**config.mk**
```make
export PLATFORM = sky130hd
export DESIGN_NAME = mux_display_counter
export DESIGN_NICKNAME = d
export VERILOG_FILES = /design/src/rtl/mux_display_counter.sv
export SDC_FILE = /design/constraint.sdc
export NUM_CORES = 1
export LEC_CHECK = 0
export ABC_AREA = 0
export ABC_CLOCK_PERIOD_IN_PS = 1900
export BUFFER_PORTS_ARGS = -buffer_cell sky130_fd_sc_hd__buf_2
export CELL_PAD_IN_SITES_DETAIL_PLACEMENT = 0
export CELL_PAD_IN_SITES_GLOBAL_PLACEMENT = 1
export CORE_MARGIN = 1
export CORE_UTILIZATION = 40
export CTS_BUF_LIST = sky130_fd_sc_hd__clkbuf_4
export CTS_CLUSTER_SIZE = 8
export DETAILED_ROUTE_END_ITERATION = 12
export MAX_ROUTING_LAYER = met4
export PLACE_DENSITY = 0.86
export SETUP_SLACK_MARGIN = 0.2
export SLEW_MARGIN = 20
export SYNTH_ARGS = -nofsm -noshare
export SYNTH_HDL_FRONTEND = slang
export SYNTH_SLANG_ARGS = --single-unit
```
**constraint.sdc**
```tcl
create_clock -name clk_in -period 1.9 [get_ports clk_in]
set_clock_uncertainty 0.05 [all_clocks]
set_input_delay 0.19 -clock clk_in [delete_from_list [all_inputs] [get_ports clk_in]]
set_output_delay 0.19 -clock clk_in [all_outputs]
set_load 0.02 [all_outputs]
```
**src/rtl/mux_display_counter.sv**
```systemverilog
// Multiplexed seven-segment BCD counter: prescaled up/down/loadable N-digit count,
// scanned MSD-to-LSD onto a common-segment display with polarity and zero blanking.
module mux_display_counter #(
    parameter int unsigned NUM_DIGITS     = 4,
    parameter int unsigned SCAN_DIV       = 4096,
    parameter int unsigned COUNT_DIV      = 1048576,
    parameter bit          ACTIVE_LOW_SEL = 1'b1,
    parameter bit          ACTIVE_LOW_SEG = 1'b1,
    parameter bit          BLANK_LEADING  = 1'b1
) (
    input  logic                    clk_in,
    input  logic                    rst_in,
    input  logic                    en_in,
    input  logic                    up_in,
    input  logic                    load_in,
    input  logic [4*NUM_DIGITS-1:0] load_value,
    output logic [4*NUM_DIGITS-1:0] count_out,
    output logic                    wrap_out,
    output logic [NUM_DIGITS-1:0]   digit_select,
    output logic [7:0]              led_segments
);

    localparam int unsigned PW = (COUNT_DIV > 1) ? $clog2(COUNT_DIV) : 1;
    localparam int unsigned SW = (SCAN_DIV > 1) ? $clog2(SCAN_DIV) : 1;
    localparam int unsigned IW = (NUM_DIGITS > 1) ? $clog2(NUM_DIGITS) : 1;

    localparam logic [PW-1:0] PreLast  = PW'(COUNT_DIV - 1);
    localparam logic [SW-1:0] ScanLast = SW'(SCAN_DIV - 1);
    localparam logic [IW-1:0] IdxLast  = IW'(NUM_DIGITS - 1);

    localparam logic [NUM_DIGITS-1:0] SelOff = ACTIVE_LOW_SEL ? {NUM_DIGITS{1'b1}} : '0;
    localparam logic [7:0]            SegOff = ACTIVE_LOW_SEG ? 8'hFF : 8'h00;

    function automatic logic [6:0] seg7(input logic [3:0] d);
        logic [6:0] p;
        case (d)
            4'd0:    p = 7'h3F;
            4'd1:    p = 7'h06;
            4'd2:    p = 7'h5B;
            4'd3:    p = 7'h4F;
            4'd4:    p = 7'h66;
            4'd5:    p = 7'h6D;
            4'd6:    p = 7'h7D;
            4'd7:    p = 7'h07;
            4'd8:    p = 7'h7F;
            4'd9:    p = 7'h6F;
            default: p = 7'h00;
        endcase
        return p;
    endfunction

    logic [PW-1:0]           pre_q, pre_d;
    logic [4*NUM_DIGITS-1:0] count_q, count_d, stepped;
    logic                    wrap_q, wrap_d;
    logic [SW-1:0]           scan_timer_q, scan_timer_d;
    logic [IW-1:0]           scan_idx_q, scan_idx_d;
    logic [NUM_DIGITS-1:0]   digit_select_q, digit_select_d;
    logic [7:0]              led_segments_q, led_segments_d;

    logic                    step;
    logic                    carry;
    logic [3:0]              nib;

    // Count path: prescaler, single-cycle BCD ripple step, load with clamp.
    always_comb begin
        pre_d   = pre_q;
        count_d = count_q;
        wrap_d  = 1'b0;
        step    = 1'b0;
        stepped = count_q;
        carry   = 1'b1;
        nib     = 4'd0;

        if (en_in) begin
            if (pre_q == PreLast) begin
                pre_d = '0;
                step  = 1'b1;
            end else begin
                pre_d = pre_q + 1'b1;
            end
        end

        // carry doubles as borrow; it survives the loop only on roll-over/under
        for (int i = 0; i < int'(NUM_DIGITS); i++) begin
            nib = count_q[4*i +: 4];
            if (carry) begin
                if (up_in) begin
                    if (nib == 4'd9) begin
                        stepped[4*i +: 4] = 4'd0;
                    end else begin
                        stepped[4*i +: 4] = nib + 4'd1;
                        carry = 1'b0;
                    end
                end else begin
                    if (nib == 4'd0) begin
                        stepped[4*i +: 4] = 4'd9;
                    end else begin
                        stepped[4*i +: 4] = nib - 4'd1;
                        carry = 1'b0;
                    end
                end
            end
        end

        if (load_in) begin
            pre_d = '0;
            for (int i = 0; i < int'(NUM_DIGITS); i++) begin
                count_d[4*i +: 4] = (load_value[4*i +: 4] > 4'd9) ? 4'd9 : load_value[4*i +: 4];
            end
        end else if (step) begin
            count_d = stepped;
            wrap_d  = carry;
        end
    end

    logic [NUM_DIGITS-1:0] lead_zero;
    logic                  zero_run;
    logic                  blank;
    logic [NUM_DIGITS-1:0] sel_onehot;
    logic [3:0]            cur_digit;
    logic [7:0]            pattern;

    // Scan path: outputs are registered from the current index and count together,
    // so the segment pattern always belongs to the digit being selected.
    always_comb begin
        scan_timer_d = scan_timer_q + 1'b1;
        scan_idx_d   = scan_idx_q;
        if (scan_timer_q == ScanLast) begin
            scan_timer_d = '0;
            scan_idx_d   = (scan_idx_q == '0) ? IdxLast : scan_idx_q - 1'b1;
        end

        lead_zero = '0;
        zero_run  = 1'b1;
        for (int k = int'(NUM_DIGITS) - 1; k >= 0; k--) begin
            zero_run     = zero_run & (count_q[4*k +: 4] == 4'd0);
            lead_zero[k] = zero_run;
        end

        cur_digit  = count_q[4*scan_idx_q +: 4];
        blank      = BLANK_LEADING && (scan_idx_q != '0) && lead_zero[scan_idx_q];
        pattern    = blank ? 8'h00 : {1'b0, seg7(cur_digit)};
        sel_onehot = '0;
        sel_onehot[scan_idx_q] = 1'b1;

        digit_select_d = ACTIVE_LOW_SEL ? ~sel_onehot : sel_onehot;
        led_segments_d = ACTIVE_LOW_SEG ? ~pattern : pattern;
    end

    always_ff @(posedge clk_in) begin
        if (rst_in) begin
            pre_q          <= '0;
            count_q        <= '0;
            wrap_q         <= 1'b0;
            scan_timer_q   <= '0;
            scan_idx_q     <= IdxLast;
            digit_select_q <= SelOff;
            led_segments_q <= SegOff;
        end else begin
            pre_q          <= pre_d;
            count_q        <= count_d;
            wrap_q         <= wrap_d;
            scan_timer_q   <= scan_timer_d;
            scan_idx_q     <= scan_idx_d;
            digit_select_q <= digit_select_d;
            led_segments_q <= led_segments_d;
        end
    end

    assign count_out    = count_q;
    assign wrap_out     = wrap_q;
    assign digit_select = digit_select_q;
    assign led_segments = led_segments_q;

endmodule

```
==> results.ini, run 1 <==
[sta]
finalHoldViolCount = 0
relSlewSlack = 0.614
whs_ps = 13.1
tightest_slew_ps = 577
fmax_mhz = 557
slew_violations = 0
setup_viol = 0
period_needed_ps = 1800
rsz0062_at_grt = true
timing.final.crit_share = 0.946
tns_ps = 0

[setup_path]
path_class = reg -> reg
r2r_setup_slack_ps = 100
reg2reg_to = count_out[1]$_SDFFE_PP0P_
worst_ep_required_time_ps = 2190
r2r_start = pre_q[1]$_SDFFE_PP0P_
rr_worst_depth = 7
crit_path_end_kind = register
crit_path_start_kind = register
cp_slowest_stage_delay_ps = 360
crit_chain = ha_4, nand4_1, nor4_4, buf_4, a31oi_1, a311o_1, a21oi_2
arrival_ps = 2090
critical_path_peak_fanout = 4
slowest_stage = dfxtp_2

[final_layout]
fillers = 794
area_growth_pct = 31.6
instances_no_fill = 659
fin_nets = 578
drive_gt1_frac = 0.342

[global_routing]
grt_max_degree = 28
track_usage = 0.208
grt_pass1_vias = 3347
grt_pass1_wl_um = 15600
grt-ovfl-total = 0
grt_antenna_before_repair = 1

[detailed_routing]
drc = 0
finalWirelength_um = 9800
drt.antenna.violating_nets = 0
vias = 3589
drt_iter0_markers = 209
avgRoutedWirePerCell_um = 14.9
dr.pass1.iters = 4
avgViaCountPerCell = 5.45

[synthesis]
synth_top_family_by_area = simple AND/OR/NAND/NOR gates
synth-seq-area-share = 0.332
syn_area_per_cell_um2 = 8.24
synth.area.mux_share = 0.0670
async_reset_ff_frac = 0
syn_inst = 453
synthesis.nets = 485
synth_top_area_frac = 0.332
synthXorXnorAreaFrac = 0.0915
netlist.top_cell.by_area = dfxtp_1
synth-edff-count = 0
synth-simple-area-share = 0.271
ys.flop_type = dfxtp_1
synth_area_leaders = dfxtp_1 (33%), nor2_1 (6.1%), xnor2_1 (4.7%), xor2_1 (4.5%), mux2i_1 (4.3%)
ys_warn_count = 0
synth_compound_area_frac = 0.144
synth_fa_ha_area_frac = 0.0369
ys_ff_latch = 62
syn-cell-area_mm2 = 0.00373
yosysUniqueCellTypes = 66

[clock_tree]
cts_root_buf = clkbuf_4
cts_tree = done
cts_inserted_buffers = 9
clk_latency_ps = 430
clock-sinks = 62
path_clk_slew_ps = 130
htree_levels = 3
clock_path_buffers = 2

[floorplanning]
die_w_um = 98.6
core_area_mm2 = 0.00889
ios = 50
fp-row-count = 34
die-area_mm2 = 0.00973
start_util = 0.420
die_h_um = 98.6

[job]
cap_violations = 0

[hold_path]
whs_path_depth = 4
hold_path_class = in -> reg
worstHoldStart = load_value[15]
worstHoldEndpoint = count_out[14]$_SDFFE_PP0P_

[place]
port_buffers = 48
dp_hpwl_um = 6670
place_inst = 616
gp_congestion = 0.858

[status]
status = completed

[power]
power_per_cell_area_mw_per_mm2 = 565
power.leakage_nw = 2.00
irDropWorstVdd_mv = 0.376

## synthesized netlist by cell type (3+ instances only)
master    number
dfxtp_1       62
nor2_1        61
clkbuf_1      23
nand2_1       23
o21ai_0       23
xnor2_1       20
xor2_1        19
nand3_1       17
mux2i_1       16
nand4_1       15
nor3_1        13
inv_1         12
ha_1          11
and3_1        10
nand2b_1      10
a21oi_1        9
nor2b_1        9
buf_2          7
nor4_1         5
o21ai_1        5
o22ai_1        5
a31oi_1        4
and4_1         4
o21a_1         4
a21boi_0       3
a221o_1        3
and2_1         3
mux4_2         3
nand4_2        3
or3_1          3
## per-stage QoR
step | utilization | area (um^2) | setup WS, ps | power, mW
CTS | 0.520 | 4620 | 96.7 | 2.75
finish | 0.553 | 4920 | 103 | 2.78
global placement | 0.486 | 4320 | 70.4 | 1.85
global route | 0.553 | 4920 | 5.96 | 2.91
floorplan | - | 3850 | 123 | 1.72
detailed placement | 0.486 | 4320 | 51.0 | 1.86
## worst max-delay path, delay by kind of cell (launching register included)
kind | cells | cell delay (ps)
AO/OA/AOI/OAI | 3 | 550
AND/OR/NAND/NOR | 2 | 430
buffers and inverters | 1 | 190
flip-flops | 1 | 360
adder cells (fa/ha/maj) | 1 | 130
## placed cells by master (no fill, tap or decap), types with 13 or more instances in the layout
master   instances
mux2i_1         16
o21ai_0         16
nand2_1         23
nor2_1          57
dfxtp_1         45
dfxtp_2         13
buf_4           53
nand4_1         15
xor2_1          19
nand3_1         17
xnor2_1         19
buf_2           48
## layer usage
| layer | routed length [um] | GRT usage | share of wire |
|---|---|---|---|
| met1 | 4530 | 0.254 | 0.46 |
| met2 | 4620 | 0.339 | 0.47 |
| met3 | 418 | 0.0305 | 0.043 |
| met4 | 234 | 0.0964 | 0.024 |
| met5 | 0 | - | 0 |
## power breakdown
group	total (mW)	internal [mW]	switching [mW]	leakage [nW]
clock network	0.874	0.379	0.495	0.0643
registers	1.38	1.34	0.0411	0.511
logic	0.527	0.239	0.288	1.42
## final cells by class
class | instances | area (um^2) | area share
Timing Repair Buffer | 116 | 815 | 0.166
Clock buffer | 9 | 67.6 | 0.0137
Multi-Input combinational cell | 345 | 2520 | 0.513
Sequential cell | 62 | 1270 | 0.259
Inverter | 12 | 47.5 | 0.00967
Clock inverter | 6 | 53.8 | 0.0109
Tap cell | 108 | 135 | 0.0275
Antenna cell | 1 | 2.50 | 0.000509
## state kept, by name (all words and copies together), names as in the netlist
name,count
count_out,16
digit_select,4
led_segments,7
pre_q,20
scan_idx_q,2
scan_timer_q,12
wrap_out,1
## kinds of logic after synthesis
family | after synthesis
AO/OA/AOI/OAI | 80
XOR/XNOR | 39
adder cells (fa/ha/maj) | 11
buffers and inverters | 48
flip-flops | 62
multiplexers | 21
other | 1
AND/OR/NAND/NOR | 191
## how the worst max path moves through the flow
stage,endpoint,depth (start not counted),start
finish,count_out[1]$_SDFFE_PP0P_,7,pre_q[1]$_SDFFE_PP0P_
global route,count_out[4]$_SDFFE_PP0P_,6,pre_q[1]$_SDFFE_PP0P_
CTS,count_out[1]$_SDFFE_PP0P_,7,pre_q[1]$_SDFFE_PP0P_
detailed placement,count_out[15]$_SDFFE_PP0P_,5,count_out[4]$_SDFFE_PP0P_
global placement,count_out[15]$_SDFFE_PP0P_,5,count_out[4]$_SDFFE_PP0P_
floorplan,count_out[15]$_SDFFE_PP0P_,7,count_out[7]$_SDFFE_PP0P_
## what timing repair did
| item | CTS | global route |
|---|---|---|
| hold buffers | 8 | 0 |
| setup buffers | 8 | 9 |
| endpoints found under the hold margin | 8 | 0 |
| pin swaps | 2 | 12 |
| endpoints found under the setup margin | 29 | 39 |
| resized for setup | 13 | 50 |
| gates cloned | 0 | 2 |
Note: power is estimated with default switching activity, not from simulation.
==> inputs of run 2 (changes only) <==
--- a/config.mk
+++ b/config.mk
@@ -7,16 +7,16 @@
 export LEC_CHECK = 0
 export ABC_AREA = 0
 export ABC_CLOCK_PERIOD_IN_PS = 1900
-export BUFFER_PORTS_ARGS = -buffer_cell sky130_fd_sc_hd__buf_2
 export CELL_PAD_IN_SITES_DETAIL_PLACEMENT = 0
 export CELL_PAD_IN_SITES_GLOBAL_PLACEMENT = 1
 export CORE_MARGIN = 1
-export CORE_UTILIZATION = 40
+export CORE_UTILIZATION = 45
 export CTS_BUF_LIST = sky130_fd_sc_hd__clkbuf_4
 export CTS_CLUSTER_SIZE = 8
 export DETAILED_ROUTE_END_ITERATION = 12
+export DONT_BUFFER_PORTS = 1
 export MAX_ROUTING_LAYER = met4
-export PLACE_DENSITY = 0.86
+export PLACE_DENSITY = 0.87
 export SETUP_SLACK_MARGIN = 0.2
 export SLEW_MARGIN = 20
 export SYNTH_ARGS = -nofsm -noshare
==> constraint.sdc (replaced) <==
create_clock -name clk_in -period 1.9 [get_ports clk_in]
set_clock_uncertainty 0.05 [all_clocks]
set_input_delay 0.19 -clock clk_in [delete_from_list [all_inputs] [get_ports clk_in]]
set_output_delay 0.19 -clock clk_in [all_outputs]
set_load 0.01 [all_outputs]
==> run 2 against run 1 <==
The run now ends with hold timing left. Non-clock buffer count decreased by 36. Critical path depth decreased by 1. Register-to-register slack got worse by 30 ps. Cell count decreased by 6.7%. Sequential share of layout area increased by 0.40 points. Sequential power about the same. Design area decreased by 2.1%. Flip-flop and latch count unchanged. Critical path type unchanged. Largest cell class unchanged.
==> results.ini, run 2 (synthesis results as in run 1) <==
[sta]
finalHoldViolCount = 28
rsz0062_at_grt = true
relSlewSlack = 0.659
setup_viol = 0
fmax_mhz = 548
setup_ws_ps = 73.9
period_needed_ps = 1830
tightest_slew_ps = 509
timing.final.crit_share = 0.961
tns_ps = 0
slew_violations = 0
whs_ps = -222

[final_layout]
fin_nets = 540
post-route-cell-area_mm2 = 0.00481
area_growth_pct = 28.9
fillers = 651
n_antenna_cell = 0
drive_gt1_frac = 0.287
final_util = 0.610
largest_reg_flops = 20
instances_no_fill = 615
regMostFlops = pre_q
multi_input_area_mm2 = 0.00256
final-seq-area_mm2 = 0.00126
most-common-layout-cells = nor2_1 (55), buf_4 (55), dfxtp_1 (49)

[global_routing]
grt_pass1_wl_um = 15400
grt-ovfl-total = 0
grt_max_degree = 47
track_usage = 0.230
grt_antenna_before_repair = 0
grt_pass1_vias = 3282

[power]
power.leakage_nw = 1.86
power_per_cell_area_mw_per_mm2 = 566
irDropWorstVdd_mv = 0.407

[detailed_routing]
finalWirelength_um = 9730
avgRoutedWirePerCell_um = 15.8
vias = 3503
drt_iter0_markers = 177
drt.antenna.violating_nets = 0
dr.pass1.iters = 4
avgViaCountPerCell = 5.70
drc = 0

[clock_tree]
cts_root_buf = clkbuf_4
clock_path_buffers = 2
cts_tree = done
cts_inserted_buffers = 9
htree_levels = 3
path_clk_slew_ps = 120
clk_latency_ps = 400
clock-sinks = 62

[setup_path]
critical_path_peak_fanout = 5
crit_path_start_kind = register
slowest_stage = dfxtp_2
crit_path_end_kind = register
arrival_ps = 2060
path_class = reg -> reg
worst_ep_required_time_ps = 2130
cp_slowest_stage_delay_ps = 370
crit_chain = ha_4, nand4_1, nor4_4, and4_4, mux2i_1, o21ai_1

[floorplanning]
die-area_mm2 = 0.00867
die_h_um = 93.1
start_util = 0.474
core_area_mm2 = 0.00789
fp-row-count = 32
die_w_um = 93.1
ios = 50

[status]
failed_checks = hold timing
status = complete, but fails checks

[place]
dp_hpwl_um = 6620
port_buffers = 0
place_inst = 564
pre_cts_slack_ps = 24.5
gp_congestion = 0.857
place_area_mm2 = 0.00408

[job]
cap_violations = 0

[hold_path]
hold_path_class = in -> reg

[run 2: cell count changes in the layout (fill, tap and decap cells not counted), moves of 3 or more]
cell	before	now
xnor2_2	1	4
dfxtp_1	45	49
dlygate4sd3_1	8	20
dfxtp_2	13	10
nor2_2	2	5
buf_2	48	0
clkinv_2	1	4
xnor2_1	19	16
clkinv_1	3	0
[run 2: worst paths after layout]
path / startpoint / end / slack [ps] / cells past startpoint
worst max register to register: pre_q[1]$_SDFFE_PP0P_ / count_out[14]$_SDFFE_PP0P_ / 70 / 6
worst min-delay path: rst_in / count_out[12]$_SDFFE_PP0P_ / -220 / 1
worst min register to register: scan_timer_q[0]$_SDFF_PP0_ / scan_timer_q[0]$_SDFF_PP0_ / 400 / 1
worst max-delay path: pre_q[1]$_SDFFE_PP0P_ / count_out[14]$_SDFFE_PP0P_ / 70 / 6
[run 2: layout make-up]
type                            instances  share of cell area
Sequential cell                        62               0.263
Multi-Input combinational cell        343               0.532
Clock buffer                           11              0.0172
Timing Repair Buffer                   80               0.141
Inverter                               12             0.00988
Clock inverter                          5              0.0104
Tap cell                              102              0.0265
[run 2: report_power, final]
part | total [mW] | switching [mW] | internal, mW
Sequential | 1.39 | 0.0500 | 1.34
Clock | 0.904 | 0.481 | 0.423
Combinational | 0.432 | 0.217 | 0.215
Total | 2.72 | 0.748 | 1.98
[run 2: what timing repair did]
item	CTS	global route
resized for setup	18	59
pin swaps	4	22
hold endpoints to repair	37	31
hold buffers	19	1
buffers inserted	4	11
endpoints found under the setup margin	32	43
[run 2: metal layers]
| layer | global-route usage | vias to the layer above | wire, um |
|---|---|---|---|
| li1 | - | 1711 | - |
| met5 | - | - | 0 |
| met2 | 0.373 | 107 | 4640 |
| met4 | 0.0538 | 0 | 112 |
| met3 | 0.0683 | 15 | 635 |
| met1 | 0.283 | 1670 | 4350 |
[run 2: worst max-delay path, delay by kind of cell, from the launching register on]
kind	cells	cell delay (ps)
DFF	1	370
and+or+nand+nor	3	850
AOI/OAI and AO/OA	1	90
adders and majority gates	1	140
muxes	1	220
[run 2: stage by stage]
| step | hold slack [ps] | power (mW) |
|---|---|---|
| 5_1_grt | -257 | 2.86 |
| 6_report | -222 | 2.72 |
| 3_3_place_gp | 211 | 1.75 |
| 3_5_place_dp | 212 | 1.75 |
| 4_1_cts | -236 | 2.70 |
| 2_1_floorplan | 254 | 1.69 |
